===== config.mk =====
export PLATFORM = sky130hd
export DESIGN_NAME = fft_seq
export DESIGN_NICKNAME = d
export VERILOG_FILES = /design/src/rtl/fft_seq.sv
export SDC_FILE = /design/constraint.sdc
export NUM_CORES = 1
export LEC_CHECK = 0
export CAP_MARGIN = 30
export CELL_PAD_IN_SITES_DETAIL_PLACEMENT = 2
export CELL_PAD_IN_SITES_GLOBAL_PLACEMENT = 2
export CORE_MARGIN = 8
export CORE_UTILIZATION = 34
export CTS_CLUSTER_SIZE = 12
export DETAILED_ROUTE_END_ITERATION = 16
export HOLD_SLACK_MARGIN = 0.12
export MAX_ROUTING_LAYER = met4
export PLACE_DENSITY_LB_ADDON = 0.1
export SETUP_SLACK_MARGIN = 0.15
export SLEW_MARGIN = 20
export SYNTH_ARGS = -nofsm -noshare
export SYNTH_HDL_FRONTEND = slang
export SYNTH_SLANG_ARGS = --single-unit

===== constraint.sdc =====
create_clock -name clk -period 9.2 [get_ports clk]
set_clock_uncertainty 0.2 [all_clocks]
set_input_delay 1.38 -clock clk [delete_from_list [all_inputs] [get_ports clk]]
set_output_delay 1.38 -clock clk [all_outputs]
set_load 0.02 [all_outputs]

===== src/rtl/fft_seq.sv =====
`default_nettype none
// ============================================================================
//  Module   : fft_seq
//  Purpose  : Top-level sequencer for an in-place radix-2 DIT FFT engine.
//             Loads N samples in bit-reversed address order, issues every
//             butterfly of every stage (draining the butterfly pipeline at
//             each stage boundary), streams the result out in natural
//             order and pulses done.
//  Revision : 1.0  initial release
// ----------------------------------------------------------------------------
//  Parameters
//    N        FFT points (power of 2, 8..1024)
//    LOG2N    log2(N)
//    MAX_OUT  max butterflies in flight (>= butterfly pipeline latency)
//  Ports
//    clk, rst_n            clock, asynchronous active-low reset
//    start                 single-cycle request, honoured only in IDLE
//    busy, done            status; done is a one-cycle pulse at the end
//    in_valid/in_ready     sample load handshake; load_addr = bitrev(load_cnt)
//    bf_ready/bf_issue     butterfly issue handshake
//    idx1, idx2, tw_addr   operand addresses and twiddle ROM address
//    stage                 current stage 0..LOG2N-1
//    bf_wb                 one pulse per completed butterfly writeback
//    out_valid/out_ready   result unload handshake; out_addr natural order
//    err                   sticky, set by a writeback with nothing in flight
//  Optional build macro
//    FFT_ABORT_EN          adds input 'abort': returns to IDLE from any
//                          non-IDLE state and discards in-flight butterflies
// ============================================================================
module fft_seq #(
  parameter int N       = 256,
  parameter int LOG2N   = 8,
  parameter int MAX_OUT = 8
) (
  input  logic                       clk,
  input  logic                       rst_n,
`ifdef FFT_ABORT_EN
  input  logic                       abort,
`endif
  input  logic                       start,
  output logic                       busy,
  output logic                       done,
  input  logic                       in_valid,
  output logic                       in_ready,
  output logic [LOG2N-1:0]           load_addr,
  input  logic                       bf_ready,
  output logic                       bf_issue,
  output logic [LOG2N-1:0]           idx1,
  output logic [LOG2N-1:0]           idx2,
  output logic [LOG2N-2:0]           tw_addr,
  output logic [$clog2(LOG2N)-1:0]   stage,
  input  logic                       bf_wb,
  output logic                       out_valid,
  input  logic                       out_ready,
  output logic [LOG2N-1:0]           out_addr,
  output logic                       err
);

  localparam int SW = $clog2(LOG2N);
  localparam int OW = $clog2(MAX_OUT + 1);
  localparam int KW = LOG2N - 1;

  typedef enum logic [2:0] {
    S_IDLE   = 3'd0,
    S_LOAD   = 3'd1,
    S_CALC   = 3'd2,
    S_DRAIN  = 3'd3,
    S_UNLOAD = 3'd4,
    S_DONE   = 3'd5
  } state_t;

  state_t            state, state_nxt;
  logic [LOG2N-1:0]  load_cnt;
  logic [KW-1:0]     k;
  logic [SW-1:0]     stage_q;
  logic [OW-1:0]     outstanding, outstanding_nxt;
  logic [LOG2N-1:0]  out_cnt;
  logic              err_q;

  logic              hs;
  logic              wb_ok;
  logic              err_set;
  logic              drain_empty;
  logic              abort_now;
  logic              wb_mask;

  // --------------------------------------------------------------------------
  // Optional abort
  // --------------------------------------------------------------------------
`ifdef FFT_ABORT_EN
  assign abort_now = abort && (state != S_IDLE);

  // After an abort, writebacks of discarded butterflies may still arrive;
  // they must not be reported as spurious until the next start.
  always_ff @(posedge clk or negedge rst_n) begin
    if (!rst_n) begin
      wb_mask <= 1'b0;
    end else if (abort_now) begin
      wb_mask <= 1'b1;
    end else if (state == S_IDLE && start) begin
      wb_mask <= 1'b0;
    end
  end
`else
  assign abort_now = 1'b0;
  assign wb_mask   = 1'b0;
`endif

  // --------------------------------------------------------------------------
  // Handshakes and in-flight accounting
  // --------------------------------------------------------------------------
  assign bf_issue = (state == S_CALC) && (outstanding != OW'(MAX_OUT));
  assign hs       = bf_issue && bf_ready;
  assign wb_ok    = bf_wb && (outstanding != '0);
  assign err_set  = bf_wb && (outstanding == '0) && !wb_mask;

  always_comb begin
    outstanding_nxt = outstanding;
    case ({hs, wb_ok})
      2'b10:   outstanding_nxt = outstanding + OW'(1);
      2'b01:   outstanding_nxt = outstanding - OW'(1);
      default: outstanding_nxt = outstanding;
    endcase
  end

  // Drain completes in the same cycle the last writeback lands.
  assign drain_empty = (outstanding_nxt == '0);

  // --------------------------------------------------------------------------
  // FSM
  // --------------------------------------------------------------------------
  always_ff @(posedge clk or negedge rst_n) begin
    if (!rst_n) begin
      state <= S_IDLE;
    end else begin
      state <= state_nxt;
    end
  end

  always_comb begin
    state_nxt = state;
    case (state)
      S_IDLE:   if (start) state_nxt = S_LOAD;
      S_LOAD:   if (in_valid && load_cnt == LOG2N'(N - 1)) state_nxt = S_CALC;
      S_CALC:   if (hs && k == KW'(N / 2 - 1)) state_nxt = S_DRAIN;
      S_DRAIN:  if (drain_empty) begin
                  state_nxt = (stage_q == SW'(LOG2N - 1)) ? S_UNLOAD : S_CALC;
                end
      S_UNLOAD: if (out_ready && out_cnt == LOG2N'(N - 1)) state_nxt = S_DONE;
      S_DONE:   state_nxt = S_IDLE;
      default:  state_nxt = S_IDLE;
    endcase
    if (abort_now) state_nxt = S_IDLE;
  end

  // --------------------------------------------------------------------------
  // Counters. load_cnt and k are exactly log2 of their range, so they wrap
  // back to 0 on their last increment without an explicit compare.
  // --------------------------------------------------------------------------
  always_ff @(posedge clk or negedge rst_n) begin
    if (!rst_n) begin
      load_cnt    <= '0;
      k           <= '0;
      stage_q     <= '0;
      outstanding <= '0;
      out_cnt     <= '0;
      err_q       <= 1'b0;
    end else if (abort_now) begin
      load_cnt    <= '0;
      k           <= '0;
      stage_q     <= '0;
      outstanding <= '0;
      out_cnt     <= '0;
    end else begin
      outstanding <= outstanding_nxt;
      if (err_set) err_q <= 1'b1;
      case (state)
        S_IDLE: begin
          if (start) begin
            load_cnt <= '0;
            k        <= '0;
            stage_q  <= '0;
            out_cnt  <= '0;
          end
        end
        S_LOAD: begin
          if (in_valid) load_cnt <= load_cnt + LOG2N'(1);
        end
        S_CALC: begin
          if (hs) k <= k + KW'(1);
        end
        S_DRAIN: begin
          if (drain_empty) begin
            if (stage_q != SW'(LOG2N - 1)) begin
              stage_q <= stage_q + SW'(1);
            end else begin
              out_cnt <= '0;
            end
          end
        end
        S_UNLOAD: begin
          if (out_ready) out_cnt <= out_cnt + LOG2N'(1);
        end
        default: ;
      endcase
    end
  end

  // --------------------------------------------------------------------------
  // Butterfly addressing
  //   half = 1<<stage, j = k & (half-1), g = k >> stage
  //   idx1 = (g << (stage+1)) + j, idx2 = idx1 + half
  //   tw   = j << (LOG2N-1-stage)
  // Addresses are forced to 0 outside CALC so idle outputs read as zero.
  // --------------------------------------------------------------------------
  logic [LOG2N-1:0] k_ext, half, j, g, base, tw_full;

  always_comb begin
    k_ext   = {1'b0, k};
    half    = LOG2N'(1) << stage_q;
    j       = k_ext & (half - LOG2N'(1));
    g       = k_ext >> stage_q;
    base    = (g << (int'(stage_q) + 1)) + j;
    tw_full = j << (LOG2N - 1 - int'(stage_q));
  end

  assign idx1    = (state == S_CALC) ? base : '0;
  assign idx2    = (state == S_CALC) ? (base + half) : '0;
  assign tw_addr = (state == S_CALC) ? tw_full[LOG2N-2:0] : '0;

  // --------------------------------------------------------------------------
  // Bit-reversed load address
  // --------------------------------------------------------------------------
  for (genvar b = 0; b < LOG2N; b++) begin : g_bitrev
    assign load_addr[b] = load_cnt[LOG2N-1-b];
  end

  // --------------------------------------------------------------------------
  // Status outputs
  // --------------------------------------------------------------------------
  assign busy      = (state != S_IDLE);
  assign done      = (state == S_DONE);
  assign in_ready  = (state == S_LOAD);
  assign out_valid = (state == S_UNLOAD);
  assign out_addr  = out_cnt;
  assign stage     = stage_q;
  assign err       = err_q;

endmodule
`default_nettype wire


==> results.ini <==
[status]
status = finished, final reports clean

[drt]
wl_per_cell_um = 18.3
firstDrtPassIters = 4
drtAntennaViolNets = 0
viasPerCell = 5.44
vias = 3269
totalWireLength_um = 11000
drt_iter0_markers = 81
drcViolationCount = 0

[synthesis]
ys_warn_count = 0
synth_top_area_cell = dfrtp_1
synthAdderAreaFrac = 0.108
synth_compound_area_frac = 0.198
seq_area_frac_synth = 0.252
synth_top_area_share = 0.252
syn_area_per_cell_um2 = 7.96
synth_top_flop_cell = dfrtp_1
async_reset_ff_frac = 1.00
synthSimpleGateAreaFrac = 0.269
synth_top_family_by_area = simple AND/OR/NAND/NOR gates
yosysUniqueCellTypes = 59
muxShareOfSynthArea = 0.0545
synth_nets = 459
yosys-top-cells-area = dfrtp_1, ha_1, nand2_1, nor2_1, xor2_1
synthCells = 424
synth-seq-cells = 34
netlist_area_um2 = 3370
synth-edff-count = 0
synth-xor-area-share = 0.0597

[placement]
dp_hpwl_um = 8700
port-buffer-count = 54
gp_congestion = 0.840
place_inst = 593

[clock_tree]
cts_resized = 0
clockBufferDepth = 2
root_buffer = clkbuf_8
clk_pin_slew_ns = 0.08
clock_sinks = 34
cts-htree-levels = 2
cts_hold_buf = 0
post-cts-setup-buffers = 0
worstSkewPairLatency_ns = 0.29
cts_tree = built
numCtsBuffers = 5

[pwr]
clockPowerShare = 0.091
ir_drop_uv = 107
p_sw_frac = 0.517
p_switching_uw = 678
seq_power_share = 0.203
p_comb_frac = 0.706
power.internal_uw = 634
p_per_area_nw_per_um2 = 322
p_leak_uw = 0.00178

[global_routing]
grt.total_usage = 0.174
grt_pass1_vias = 3574
grt_antenna_before_repair = 0
grt_pass1_wl_um = 18200
overflow = 0
grt_max_degree = 35

[timing]
period_minus_slack_ns = 7.63
max_clock_freq_mhz = 131
min_period_over_period = 0.830
timing.final.hold_violations = 0
worstMarginPinSlew_ns = 0.809
tns_ns = 0
slew_headroom = 0.460
setup_violations = 0
maxSlewViolCount = 0
rsz0062_at_grt = no

[final_layout]
layout-drive-gt1-share = 0.0598
syn_to_final_growth_pct = 20.9
stdcell_count = 601
n_antenna_cell = 0
final_common_cell = clkdlybuf4s50_1
finalNetCount = 502
fillCellCount = 1132
final_cell_mix = clkdlybuf4s50_1, nand2_1, nor2_1

[worst_setup_path]
start_kind = flip-flop
rrSetupSlack_ns = 4.82
crit_chain = inv_1, ha_1, mux2_2, nor2_1, ha_1, nor2b_1, o21ai_0, nand2b_1, xor2_1, ha_1, and3_1, a21oi_1, o21ai_1, o41a_1, xnor2_1, or2_2, mux2i_1, clkdlybuf4s50_1
path_buf_inv = 2
critPathSlowestCell = dfrtp_1
crit_top_cell = ha_1
crit_path_max_incr_delay_ns = 0.87
critPathArrivalTime_ns = 6.05
crit_fanout = 22
endpoint_kind = output pin
path_class = reg -> out
required_ns = 7.62
critical-path-top-delay-family = adder cells

[floorplan]
ios = 55
start_util = 0.348
die_h_um = 116
core_um2 = 9680
die_width_um = 116
rows = 36
dieArea_um2 = 13400

[flow_run]
cap_violations = 0

[worst_hold_path]
hp-class = reg -> reg

## power groups by stage
stage	clock network [uW]	registers (uW)	logic, uW
2_1_floorplan	0	241	667
3_3_place_gp	0	266	900
3_5_place_dp	0	270	932
4_1_cts	123	266	939
5_1_grt	128	277	1020
6_report	119	266	926
## cell families after synthesis
family | Yosys count
xor gates and xnor gates | 23
DFF | 34
buffers and inverters | 42
muxes | 16
adders and majority gates | 28
and+or+nand+nor | 179
AOI/OAI and AO/OA | 102
## stage by stage
stage | instance area, um2 | hold slack [ns] | util | setup WS [ns] | power [uW]
global route | 4080 | 0.285 | 0.421 | 1.24 | 1420
CTS | 4080 | 0.265 | 0.421 | 1.60 | 1330
global placement | 3980 | 0.239 | 0.411 | 2.19 | 1170
finish | 4080 | 0.262 | 0.421 | 1.57 | 1310
detailed placement | 3980 | 0.247 | 0.411 | 1.94 | 1200
floorplan | 3370 | 0.306 | - | 3.01 | 908
## per-layer routing
metal,wire [um],global-route usage,part of all wire,vias to the layer above
met1,4960,0.204,0.45,1627
met4,194,0.0493,0.018,0
met2,5640,0.311,0.51,45
met3,222,0.0156,0.020,12
li1,-,-,-,1585
met5,0,-,0,-
## area by class of cell
cell class | count | area [um2] | area share
Tap cell | 133 | 166 | 0.0408
Multi-Input combinational cell | 348 | 2320 | 0.570
Timing Repair Buffer | 57 | 563 | 0.138
Inverter | 21 | 78.8 | 0.0193
Clock inverter | 2 | 12.5 | 0.00307
Sequential cell | 34 | 851 | 0.209
Clock buffer | 6 | 82.6 | 0.0202
## cell usage after synthesis, types with 10 or more instances
master / n
nor2_1: 41
and3_1: 10
nor3_1: 11
nand2_1: 46
nand3_1: 17
a21oi_1: 19
xor2_1: 14
and2_1: 12
ha_1: 26
o21ai_0: 23
o21ai_1: 14
dfrtp_1: 34
inv_1: 20
## registers in the layout (all words and copies together) (netlist names)
| signal | cells |
|---|---|
| load_cnt | 8 |
| out_addr | 8 |
| k | 7 |
| outstanding | 4 |
| stage | 3 |
| err | 1 |
| state | 3 |
## worst reg2reg max path: stages, from the launching register on
cell and delay, ns:
dfrtp_1 0.50, nor2_1 0.33, nand2_1 0.37, nor2_1 0.45, inv_1 0.19, ha_1 0.27
ha_1 0.28, a21o_1 0.18, a21oi_1 0.18, mux2_4 0.34, mux2i_2 0.26, nand2_1 0.16
nand4b_4 0.22, mux2_4 0.33
## path summary, 6_finish.rpt
kind | from | end | cells after the start
hold / removal | err$_DFFE_PN0P_ | err$_DFFE_PN0P_ | 1
setup reg to reg | state[2]$_DFFE_PN0P_ | state[0]$_DFFE_PN0P_ | 13
hold reg to reg | err$_DFFE_PN0P_ | err$_DFFE_PN0P_ | 1
setup / recovery | stage[0]$_DFFE_PN0P_ | idx2[7] | 18
min in group asynchronous | rst_n | out_addr[0]$_DFFE_PN0P_ | 2
max in group asynchronous | rst_n | load_cnt[2]$_DFFE_PN0P_ | 2
Power figures use the tool's default switching activity.
